<file path="config.mk">
export PLATFORM = sky130hd
export DESIGN_NAME = slim_freeze_ctrl_flat
export DESIGN_NICKNAME = d
export VERILOG_FILES = /design/src/rtl/slim_freeze_ctrl_if.sv /design/src/rtl/slim_freeze_ctrl.sv /design/src/flat_wrapper.sv
export SDC_FILE = /design/constraint.sdc
export NUM_CORES = 1
export LEC_CHECK = 0
export ABC_CLOCK_PERIOD_IN_PS = 6160
export BUFFER_PORTS_ARGS = -buffer_cell sky130_fd_sc_hd__buf_4
export CAP_MARGIN = 20
export CORE_UTILIZATION = 53
export CTS_CLUSTER_DIAMETER = 150
export DETAILED_ROUTE_END_ITERATION = 7
export HOLD_SLACK_MARGIN = 0.12
export PLACE_DENSITY = 0.87
export SLEW_MARGIN = 20
export SYNTH_ARGS = -nofsm -noshare
export SYNTH_HDL_FRONTEND = slang
export SYNTH_SLANG_ARGS = --single-unit
</file>
<file path="constraint.sdc">
create_clock -name clk -period 6.16 [get_ports clk]
set_input_delay 1.232 -clock clk [delete_from_list [all_inputs] [get_ports clk]]
set_output_delay 1.232 -clock clk [all_outputs]
set_load 0.05 [all_outputs]
</file>
<file path="src/rtl/slim_freeze_ctrl_if.sv">
// slim_freeze_ctrl_if: projectile/slime geometry in, freeze status out
interface slim_freeze_ctrl_if;
  logic       tick;
  logic       ice_valid;
  logic [9:0] x_ice;
  logic [8:0] y_ice;
  logic [9:0] x_slim;
  logic [8:0] y_slim;
  logic       ice_hit;
  logic       slim_frozen;
  logic       slim_blink;
  logic [3:0] freeze_count;
  modport master (
    output tick, ice_valid, x_ice, y_ice, x_slim, y_slim,
    input  ice_hit, slim_frozen, slim_blink, freeze_count
  );
  modport slave (
    input  tick, ice_valid, x_ice, y_ice, x_slim, y_slim,
    output ice_hit, slim_frozen, slim_blink, freeze_count
  );
endinterface

</file>
<file path="src/rtl/slim_freeze_ctrl.sv">
// slim_freeze_ctrl: ice-on-slime hit detection and frozen/thaw timing
module slim_freeze_ctrl #(
  parameter int SLIM_W       = 62,
  parameter int SLIM_H       = 36,
  parameter int ICE_W        = 16,
  parameter int ICE_H        = 16,
  parameter int FREEZE_TICKS = 15,
  parameter int THAW_TICKS   = 4
) (
  input logic clk,
  input logic rst_n,
  slim_freeze_ctrl_if.slave bus
);
  localparam int FT = FREEZE_TICKS < 1 ? 1 : FREEZE_TICKS;
  localparam int TT = THAW_TICKS < 1 ? 1 : THAW_TICKS;
  localparam int CW = $clog2((FT > TT ? FT : TT) + 1);
  typedef enum logic [1:0] {ACTIVE, FROZEN, THAW} state_t;
  state_t state, state_n;
  logic [CW-1:0] cnt, cnt_n;
  logic overlap, overlap_q, hit_evt, tk, last, blink_n;
  logic [3:0] fc_n;
  // widened sums so boxes near the screen edge never wrap
  assign overlap = bus.ice_valid &&
    ({1'b0, bus.x_ice} + 11'(ICE_W) > {1'b0, bus.x_slim}) &&
    ({1'b0, bus.x_ice} < {1'b0, bus.x_slim} + 11'(SLIM_W)) &&
    ({1'b0, bus.y_ice} + 10'(ICE_H) > {1'b0, bus.y_slim}) &&
    ({1'b0, bus.y_ice} < {1'b0, bus.y_slim} + 10'(SLIM_H));
  assign hit_evt = overlap && !overlap_q;
  assign tk      = bus.tick && state != ACTIVE;
  assign last    = cnt == CW'(1);
  always_comb begin
    state_n = hit_evt ? FROZEN : (!tk || !last) ? state : state == FROZEN ? THAW : ACTIVE;
    cnt_n   = hit_evt ? CW'(FT) : !tk ? cnt : (state == FROZEN && last) ? CW'(TT) : cnt - CW'(1);
    blink_n = hit_evt ? 1'b0 : !tk ? bus.slim_blink : state == FROZEN ? last : !last && !bus.slim_blink;
    fc_n    = bus.freeze_count + 4'(hit_evt && state != FROZEN && bus.freeze_count != 4'hf);
  end
  always_ff @(posedge clk) begin
    if (!rst_n) begin
      state            <= ACTIVE;
      cnt              <= '0;
      overlap_q        <= 1'b0;
      bus.ice_hit      <= 1'b0;
      bus.slim_frozen  <= 1'b0;
      bus.slim_blink   <= 1'b0;
      bus.freeze_count <= 4'd0;
    end else begin
      state            <= state_n;
      cnt              <= cnt_n;
      overlap_q        <= overlap;
      bus.ice_hit      <= hit_evt;
      bus.slim_frozen  <= state_n != ACTIVE;
      bus.slim_blink   <= blink_n;
      bus.freeze_count <= fc_n;
    end
  end
endmodule

</file>
<file path="src/flat_wrapper.sv">
// flat-port wrapper written by rule: the top's interface ports become plain ports
module slim_freeze_ctrl_flat 
#(
  parameter int SLIM_W       = 62,
  parameter int SLIM_H       = 36,
  parameter int ICE_W        = 16,
  parameter int ICE_H        = 16,
  parameter int FREEZE_TICKS = 15,
  parameter int THAW_TICKS   = 4
)
  (clk, rst_n, bus_tick, bus_ice_valid, bus_x_ice, bus_y_ice, bus_x_slim, bus_y_slim, bus_ice_hit, bus_slim_frozen, bus_slim_blink, bus_freeze_count);
  slim_freeze_ctrl_if bus_i ();
  input logic clk;
  input logic rst_n;
  input wire logic [$bits(bus_i.tick)-1:0] bus_tick;
  input wire logic [$bits(bus_i.ice_valid)-1:0] bus_ice_valid;
  input wire logic [$bits(bus_i.x_ice)-1:0] bus_x_ice;
  input wire logic [$bits(bus_i.y_ice)-1:0] bus_y_ice;
  input wire logic [$bits(bus_i.x_slim)-1:0] bus_x_slim;
  input wire logic [$bits(bus_i.y_slim)-1:0] bus_y_slim;
  output wire logic [$bits(bus_i.ice_hit)-1:0] bus_ice_hit;
  output wire logic [$bits(bus_i.slim_frozen)-1:0] bus_slim_frozen;
  output wire logic [$bits(bus_i.slim_blink)-1:0] bus_slim_blink;
  output wire logic [$bits(bus_i.freeze_count)-1:0] bus_freeze_count;
  assign bus_i.tick = bus_tick;
  assign bus_i.ice_valid = bus_ice_valid;
  assign bus_i.x_ice = bus_x_ice;
  assign bus_i.y_ice = bus_y_ice;
  assign bus_i.x_slim = bus_x_slim;
  assign bus_i.y_slim = bus_y_slim;
  assign bus_ice_hit = bus_i.ice_hit;
  assign bus_slim_frozen = bus_i.slim_frozen;
  assign bus_slim_blink = bus_i.slim_blink;
  assign bus_freeze_count = bus_i.freeze_count;
  slim_freeze_ctrl #(.SLIM_W(SLIM_W), .SLIM_H(SLIM_H), .ICE_W(ICE_W), .ICE_H(ICE_H), .FREEZE_TICKS(FREEZE_TICKS), .THAW_TICKS(THAW_TICKS)) u_core (.clk(clk), .rst_n(rst_n), .bus(bus_i));
endmodule
</file>
==> out/qor.csv, run 1 <==
stage;metric;value;unit
timing;Fmax;0.262;GHz
die;# IOs;49;
final_layout;Nets;367;
clock_network;CTS buffer count;3;
timing;final period utilization;61.9;%
run_status;status;finished clean;
critical_path;reg2reg setup slack;4430;ps
yosys;Netlist cell types;44;
timing;minimum clock period;3820;ps
critical_path;crit end category;flip-flop;
drt;Routed WL;3790;um
critical_path;Largest stage delay, worst path;550;ps
clock_network;clk buf depth;2;
final_layout;# diodes;0;
pwr;Pwr per Cell Area;130;nW/um^2
min_path;hold crit path type;flip-flop to flip-flop;
critical_path;CP endpoint;u_core.bus.freeze_count[1];
global_routing;GR Util All Layers;21.0;%
die;die height;61.6;um
critical_path;crit path cell chain;buf_4, or4_4, nor2_1, xnor2_1, ha_1, o21ai_0, nor2_1, a211oi_1, a2bb2oi_2, nand4_4, nor2_1, ha_1, ha_1, and2_1;
clock_network;Root Buffer;clkbuf_4;
clock_network;Resize count post-CTS;0;
pwr;Worst VDD drop;0.0653;mV
drt;Antenna Violating Nets Remaining;0;
critical_path;Worst setup SP type;input port;
final_layout;final core occ;69.5;%
drt;vias per inst;5.45;
final_layout;Fillers;300;
critical_path;FF-to-FF End;u_core.bus.slim_blink;
die;Die Wd;61.6;um
timing;relative slew slack;56.8;%
critical_path;CP max-delay cell;or4_4;
final_layout;share of cells above drive strength 1;22.1;%
min_path;HP Start;u_core.state[0];
timing;# setup viols final;0;
placement;port buffer count;48;
timing;Fin Setup TNS;0;ps
yosys;Avg Inst Size Synth;8.20;um^2
drt;drt wl/cell;11.6;um
die;die area;3800;um^2
critical_path;critical path depth in cells;14;
clock_network;hold-fix buffers at CTS;0;
placement;DPL Wire Length;3290;um
drt;1st-pass router iterations;4;
critical_path;reg2reg path depth;5;
global_routing;largest net degree at the start of global routing;12;
drt;Detailed Route Iter0 Violations;54;
timing;clk_skew;2.55;ps
yosys;Seq/Total Area, Yosys;14.9;%
timing;Max Slew Vio Count;0;
drt;DRC viols;0;
critical_path;Worst Path Max Fanout;10;
die;FP Rows;21;
timing;Final Hold Viols;0;
yosys;Syn Inst Count;230;
timing;Worst Max-Slew Pin Slew;631;ps
pwr;leakage;1.17;nW
job;MaxCap Viol Count;0;
clock_network;total clock sinks;14;
clock_network;worst-skew pair later-pin latency;280;ps
yosys;Yosys reg bits;14;
timing;RSZ-0062 raised after global routing;no;
die;Initial Util;56.1;%
clock_network;H-tree depth;1;
critical_path;r2r startpoint;u_core.cnt[0];
yosys;Post-Syn Nets;315;
critical_path;worst setup path class;input port to flip-flop;
global_routing;GRT overflow;0;
critical_path;Critical Path AT;4000;ps
clock_network;CTS tree;done;
critical_path;CP top delay family;simple AND/OR/NAND/NOR gates;
clock_network;# Post-CTS Setup Buffers;0;
global_routing;antenna violations before repair;0;
final_layout;Layout area overhead;23.9;%
drt;via count;1782;
placement;final RePlAce weighted congestion;0.848;
global_routing;vias in the first global route;1630;
global_routing;first-pass GRT wire length;6190;um
critical_path;Req. time, crit path;6340;ps
critical_path;CP startpoint;bus_x_slim[4];
die;CORE AREA;3360;um^2
clock_network;Clock Pin Slew Worst Setup and Hold Paths;80;ps
yosys;Post-Syn Area;1890;um^2
critical_path;CP Buf/Inv Count;1;
yosys;synth warn;0;
==> final cells by class <==
class,instances,area (um^2),share of cell area (%)
flip-flops and latches,14,280,12.0
clock buffers,4,36.3,1.55
repair buffers,48,360,15.4
multi-input cells,189,1500,64.4
well taps,46,57.6,2.46
inverters,26,97.6,4.18
==> Yosys cell counts <==
cell type | number | area, um^2
nor2_1 | 14 | 52.6
inv_1 | 26 | 97.6
or3_4 | 1 | 11.3
a311o_1 | 1 | 10.0
o211ai_4 | 1 | 21.3
a21oi_1 | 15 | 75.1
nor2b_1 | 3 | 18.8
nand2_1 | 16 | 60.1
xor2_1 | 5 | 43.8
a2111oi_0 | 1 | 8.76
a2bb2oi_2 | 1 | 15.0
a41o_1 | 1 | 10.0
a311oi_4 | 1 | 26.3
o21ai_1 | 1 | 5.00
a21o_1 | 2 | 15.0
o21ai_0 | 9 | 45.0
or4_4 | 1 | 11.3
and2_1 | 2 | 12.5
xnor2_1 | 17 | 149
o21bai_1 | 1 | 7.51
nand3_1 | 13 | 65.1
nand2b_1 | 2 | 12.5
a211oi_1 | 3 | 22.5
a31oi_1 | 4 | 25.0
and4_1 | 2 | 17.5
dfxtp_1 | 14 | 280
o21a_1 | 1 | 7.51
ha_1 | 43 | 538
o221ai_1 | 1 | 8.76
nand4_1 | 3 | 18.8
o21ai_2 | 1 | 8.76
and3_1 | 6 | 37.5
clkbuf_1 | 1 | 3.75
nor3b_1 | 1 | 7.51
o31ai_1 | 1 | 7.51
nand4b_1 | 1 | 8.76
o21ba_2 | 2 | 20.0
a22o_1 | 2 | 17.5
nand3b_1 | 1 | 7.51
nand4_4 | 1 | 21.3
nor4_1 | 2 | 12.5
o41ai_1 | 1 | 8.76
nor3_1 | 4 | 20.0
o211ai_2 | 1 | 12.5
==> worst register-to-register path: cells and delay by family (launching register included) <==
kind | cells | cell delay, ps
DFF | 1 | 400
adders and majority gates | 1 | 160
AOI/OAI and AO/OA | 2 | 390
and+or+nand+nor | 2 | 690
==> placed cells by master, fill, tap and decap left out, types with 3 or more instances in the layout <==
cell,n
a211oi_1,3
nand3_1,13
xor2_1,5
nand4_1,3
a31oi_1,4
o21ai_0,9
nor2_1,14
dfxtp_1,14
nor2b_1,3
ha_1,43
a21oi_1,15
buf_4,48
clkbuf_4,3
xnor2_1,17
nor3_1,4
inv_1,26
and3_1,6
nand2_1,16
==> flip-flops by register name (all words and copies together) (netlist names) <==
signal,flops
u_core.bus.freeze_count,4
u_core.bus.ice_hit,1
u_core.overlap_q,1
u_core.cnt,4
u_core.state,2
u_core.bus.slim_frozen,1
u_core.bus.slim_blink,1
==> layer usage <==
layer	vias up	track usage (%)	wire length, um
met5	-	0	0
met4	0	3.49	7
met3	2	2.73	146
met2	43	39.8	1880
met1	797	25.5	1760
li1	940	-	-
==> where the power goes <==
part           switching [W]  internal, W
combinational      0.0000736    0.0000696
sequential        0.00000265    0.0000939
clock              0.0000282    0.0000360
total               0.000104     0.000200
==> cells by family after synthesis <==
| group | count (synthesis) | share of synthesized area, % |
|---|---|---|
| XOR/XNOR | 22 | 10.2 |
| adder cells (fa/ha/maj) | 43 | 28.5 |
| AND/OR/NAND/NOR | 73 | 21.0 |
| flip-flops | 14 | 14.9 |
| AO/OA/AOI/OAI | 51 | 20.0 |
| buffers and inverters | 27 | 5.37 |
==> through the flow <==
step	worst slack [ps]	hold slack [ps]	std cells	cell area, um^2	power [W]
finish	2340	517	327	2340	0.000304
global route	2110	561	327	2340	0.000327
CTS	2340	516	327	2340	0.000305
detailed placement	2050	504	323	2300	0.000241
global placement	2100	486	323	2300	0.000238
floorplan	2370	463	230	1890	0.000192
==> worst min path at each step <==
stage,to,slack (ps),cells past startpoint
after floorplan,u_core.state[0],460,2
after global placement,u_core.state[0],490,2
after detailed placement,u_core.state[0],500,2
after CTS,u_core.state[0],520,2
after global routing,u_core.state[0],560,2
final,u_core.state[0],520,2
Power figures use the tool's default switching activity.
==> run 2, diff against run 1 <==
- ABC_CLOCK_PERIOD_IN_PS: 6160 -> 3300
- CORE_UTILIZATION: 53 -> 49
- PLACE_DENSITY: 0.87 -> 0.85
- clock period: 6.16 -> 3.3 ns (I/O delays scaled with it)
==> run 2 against run 1 <==
  * Utilization shrank 3.1 points
  * Non-clock buffer count grew 11
  * Total power grew 110%
  * Clock-buffer cell count is the same
  * Final cell count grew 4.0%
  * Critical path depth is the same
  * Critical path type unchanged
  * Largest cell class unchanged
  * Largest power group unchanged
==> out/qor.csv, run 2 (synthesis results as in run 1) <==
stage;metric;value;unit
drt;Routed WL;4120;um
timing;Max Slew Vio Count;0;
critical_path;r2r startpoint;u_core.cnt[0];
clock_network;# Post-CTS Setup Buffers;0;
clock_network;Root Buffer;clkbuf_8;
timing;RSZ-0062 raised after global routing;no;
drt;1st-pass router iterations;4;
clock_network;CTS tree;done;
critical_path;CP startpoint;bus_y_slim[2];
drt;Detailed Route Iter0 Violations;80;
final_layout;sequential cell area;280;um^2
critical_path;FF-to-FF End;u_core.cnt[0];
clock_network;Resize count post-CTS;0;
final_layout;Fillers;328;
clock_network;hold-fix buffers at CTS;0;
critical_path;reg2reg path depth;7;
run_status;status;finished clean;
drt;drt wl/cell;12.1;um
global_routing;antenna violations before repair;0;
final_layout;top flop regs;u_core.bus.freeze_count: 4 flops, u_core.cnt: 4 flops, u_core.state: 2 flops;
drt;DRC viols;0;
pwr;Pwr per Cell Area;260;nW/um^2
die;Initial Util;51.1;%
clock_network;clk buf depth;2;
final_layout;Nets;378;
die;die height;64.0;um
timing;Min Hold Slack;520;ps
critical_path;reg2reg setup slack;1560;ps
final_layout;# diodes;0;
timing;relative slew slack;56.1;%
global_routing;first-pass GRT wire length;6960;um
placement;port buffer count;48;
placement;DPL Wire Length;3560;um
critical_path;crit end category;flip-flop;
timing;# setup viols final;0;
final_layout;most frequent cells in the layout;buf_4 (59), ha_1 (43), inv_1 (26);
final_layout;Multi-input gate area;1510;um^2
drt;Antenna Violating Nets Remaining;0;
timing;Fmax;0.323;GHz
die;CORE AREA;3690;um^2
drt;via count;1829;
clock_network;Clock Pin Slew Worst Setup and Hold Paths;60;ps
placement;final RePlAce weighted congestion;0.923;
critical_path;Critical Path AT;3250;ps
die;FP Rows;22;
final_layout;final core occ;66.4;%
clock_network;CTS buffer count;3;
pwr;Worst VDD drop;0.147;mV
timing;setup ws final;201;ps
final_layout;most common cell after layout, fill and taps aside;buf_4;
min_path;hold crit path type;flip-flop to flip-flop;
job;MaxCap Viol Count;0;
drt;vias per inst;5.38;
final_layout;final instance area;2450;um^2
final_layout;share of cells above drive strength 1;25.7;%
critical_path;Worst setup SP type;input port;
critical_path;CP endpoint;u_core.bus.freeze_count[1];
final_layout;Layout area overhead;29.9;%
die;# IOs;49;
timing;minimum clock period;3100;ps
global_routing;vias in the first global route;1691;
timing;final period utilization;93.9;%
timing;Final Hold Viols;0;
clock_network;total clock sinks;14;
critical_path;Req. time, crit path;3450;ps
die;Die Wd;64.0;um
critical_path;Worst Path Max Fanout;3;
clock_network;worst-skew pair later-pin latency;250;ps
clock_network;H-tree depth;1;
global_routing;GR Util All Layers;21.2;%
critical_path;worst setup path class;input port to flip-flop;
timing;clk_skew;3.31;ps
global_routing;largest net degree at the start of global routing;12;
placement;placed instance area;2380;um^2
pwr;final total power;0.000636;W
pwr;leakage;1.23;nW
timing;Worst Max-Slew Pin Slew;652;ps
placement;post-place setup slack;-142;ps
global_routing;GRT overflow;0;
die;die area;4100;um^2
[run 2: per-stage QoR]
stage | setup TNS [ps] | std cells
after CTS | 0 | 340
after global routing | 0 | 340
after global placement | -94.7 | 336
after detailed placement | -336 | 336
after floorplan | 0 | 230
final | 0 | 340
[run 2: worst max-delay path: stages]
cell and delay, ps:
buf_4 120, and3_1 200, o21ai_2 160, xnor2_1 140, ha_1 260, a22o_1 220
nor4_1 160, o221ai_1 200, a311oi_4 290, nand4_4 130, nor2_1 140, ha_1 190
ha_1 230, and2_1 150
[run 2: how the worst min path moves through the flow]
stage / endpoint / slack (ps) / depth (start not counted) / start
floorplan: u_core.state[0] / 460 / 2 / u_core.state[0]
global placement: u_core.state[0] / 490 / 2 / u_core.state[0]
detailed placement: u_core.state[0] / 490 / 2 / u_core.state[0]
CTS: u_core.state[0] / 520 / 2 / u_core.state[0]
global route: u_core.cnt[2] / 570 / 2 / u_core.cnt[2]
finish: u_core.state[0] / 520 / 2 / u_core.state[0]
[run 2: per-layer routing]
layer	vias to the layer above	share of wire (%)	track usage, %
li1	954	-	-
met1	835	45	25.3
met2	35	51	40.0
met3	5	2.6	1.43
met4	0	1.2	5.97
met5	-	0	0
[run 2: report_power, final]
part / total [W] / internal, W / switching, W / leakage, nW
registers: 0.000181 / 0.000176 / 0.00000527 / 0.113
clock network: 0.000172 / 0.000106 / 0.0000658 / 0.0288
logic: 0.000283 / 0.000141 / 0.000142 / 1.09
[run 2: layout make-up]
cell class	instances	share of cell area (%)
inverters	26	3.99
multi-input cells	189	61.8
clock buffers	4	2.25
flip-flops and latches	14	11.4
well taps	48	2.45
repair buffers	59	18.1
==> run 3, diff against run 2 <==
- ABC_CLOCK_PERIOD_IN_PS: 3300 -> 3600
- CORE_UTILIZATION: 49 -> 53
- CTS_BUF_LIST: not set -> sky130_fd_sc_hd__clkbuf_2 sky130_fd_sc_hd__clkbuf_4 sky130_fd_sc_hd__clkbuf_8
- PLACE_DENSITY: 0.85 -> 0.87
- clock period: 3.3 -> 3.6 ns (I/O delays scaled with it)
==> run 3 against run 2 <==
  * Register-to-register slack better by 310 ps
  * Via count shrank 2.1%
  * Sequential power down 8%
  * Critical path depth is the same
  * Global-route usage increased by 0.84 points
  * Die area shrank 7.3%
  * Design area is 4.5% lower
  * Clock power is 50% lower
  * Clock skew about the same
  * Highest routed layer unchanged
  * Total power shrank 21%
  * Combinational power down 12%
  * Worst hold slack worse by 5.8 ps
==> out/qor.csv, run 3 (synthesis results as in run 1) <==
stage;metric;value;unit
global_routing;largest net degree at the start of global routing;12;
pwr;Pwr per Cell Area;215;nW/um^2
min_path;hold crit path type;flip-flop to flip-flop;
global_routing;vias in the first global route;1639;
global_routing;GRT overflow;0;
critical_path;Critical Path AT;3370;ps
clock_network;CTS buffer count;3;
placement;DPL Wire Length;3460;um
job;MaxCap Viol Count;0;
placement;placed instance area;2310;um^2
run_status;status;finished clean;
drt;Routed WL;3950;um
die;Initial Util;56.1;%
timing;Worst Max-Slew Pin Slew;628;ps
die;CORE AREA;3360;um^2
global_routing;GR Util All Layers;22.0;%
critical_path;CP endpoint;u_core.bus.freeze_count[1];
global_routing;first-pass GRT wire length;6560;um
die;die area;3800;um^2
clock_network;worst-skew pair later-pin latency;280;ps
critical_path;crit path cell chain;buf_4, or4_4, nor2_1, xnor2_1, ha_1, o21ai_0, nor2_1, a211oi_1, a2bb2oi_2, nand4_4, nor2_1, ha_1, ha_1, and2_1;
die;Die Wd;61.6;um
clock_network;hold-fix buffers at CTS;0;
critical_path;CP startpoint;bus_x_slim[4];
final_layout;final instance area;2340;um^2
clock_network;Resize count post-CTS;0;
global_routing;antenna violations before repair;0;
clock_network;Clock Pin Slew Worst Setup and Hold Paths;80;ps
timing;Final Hold Viols;0;
clock_network;# Post-CTS Setup Buffers;0;
drt;1st-pass router iterations;4;
critical_path;worst setup path class;input port to flip-flop;
clock_network;Root Buffer;clkbuf_4;
placement;port buffer count;48;
die;FP Rows;21;
timing;# setup viols final;0;
timing;final period utilization;88.8;%
die;die height;61.6;um
clock_network;H-tree depth;1;
timing;RSZ-0062 raised after global routing;no;
pwr;Worst VDD drop;0.122;mV
critical_path;CP max-delay cell;or4_4;
final_layout;most common cell after layout, fill and taps aside;buf_4;
drt;via count;1790;
final_layout;top flop regs;u_core.bus.freeze_count: 4 flops, u_core.cnt: 4 flops, u_core.state: 2 flops;
clock_network;CTS tree;done;
critical_path;crit end category;flip-flop;
timing;clk_skew;3.56;ps
timing;relative slew slack;57.7;%
critical_path;Worst setup SP type;input port;
critical_path;reg2reg setup slack;1870;ps
critical_path;Worst Path Max Fanout;4;
timing;Fin Setup TNS;0;ps
drt;DRC viols;0;
critical_path;reg2reg path depth;7;
die;# IOs;49;
pwr;leakage;1.17;nW
drt;drt wl/cell;12.0;um
timing;minimum clock period;3200;ps
timing;Max Slew Vio Count;0;
final_layout;Fillers;278;
drt;Detailed Route Iter0 Violations;70;
critical_path;Req. time, crit path;3780;ps
drt;Antenna Violating Nets Remaining;0;
critical_path;FF-to-FF End;u_core.cnt[0];
clock_network;total clock sinks;14;
timing;Fmax;0.313;GHz
placement;final RePlAce weighted congestion;0.864;
min_path;HP Start;u_core.state[0];
critical_path;r2r startpoint;u_core.cnt[0];
final_layout;Layout area overhead;24.0;%
final_layout;Nets;369;
final_layout;most frequent cells in the layout;buf_4 (50), ha_1 (43), inv_1 (26);
clock_network;clk buf depth;2;
final_layout;# diodes;0;
drt;vias per inst;5.46;
critical_path;Largest stage delay, worst path;550;ps
final_layout;share of cells above drive strength 1;22.3;%
-- run 3: final cells by class --
cell class | instances | area [um^2] | area share, %
Timing Repair Buffer | 50 | 375 | 16.1
Sequential cell | 14 | 280 | 12.0
Multi-Input combinational cell | 189 | 1500 | 64.3
Tap cell | 46 | 57.6 | 2.46
Clock buffer | 3 | 22.5 | 0.964
Inverter | 26 | 97.6 | 4.18
-- run 3: where the power goes --
group | total (W) | internal (W) | leakage, nW | switching, W
registers | 0.000166 | 0.000161 | 0.113 | 0.00000494
clock network | 0.0000868 | 0.0000388 | 0.0138 | 0.0000480
logic | 0.000249 | 0.000121 | 1.05 | 0.000128
total | 0.000502 | 0.000320 | 1.17 | 0.000181
-- run 3: worst min-delay path by stage --
stage / to / depth (start not counted)
3_5_place_dp: u_core.state[0] / 2
3_3_place_gp: u_core.state[0] / 2
5_1_grt: u_core.state[0] / 2
4_1_cts: u_core.state[0] / 2
2_1_floorplan: u_core.state[0] / 2
6_report: u_core.state[0] / 2
-- run 3: stage by stage --
step	setup slack, ps	total power (W)	utilization (%)	hold WS, ps	instances
5_1_grt	217	0.000541	69.5	552	328
6_report	403	0.000502	69.5	514	328
4_1_cts	386	0.000502	69.5	514	328
3_3_place_gp	160	0.000409	68.8	483	325
3_5_place_dp	101	0.000418	68.8	493	325
2_1_floorplan	326	0.000329	-	463	230
-- run 3: metal layers --
metal / global-route usage [%] / wire, um / up-vias
met5: 0 / 0 / -
li1: - / - / 941
met1: 28.7 / 1820 / 806
met2: 40.4 / 1990 / 39
met4: 3.49 / 36 / 0
met3: 1.26 / 105 / 4
-- run 3: worst max-delay path, delay by kind of cell --
family	cells	cell delay (ps)
compound gates	3	660
buf+inv	1	130
fa+ha+maj	3	660
simple gates	6	1100
xor+xnor	1	130
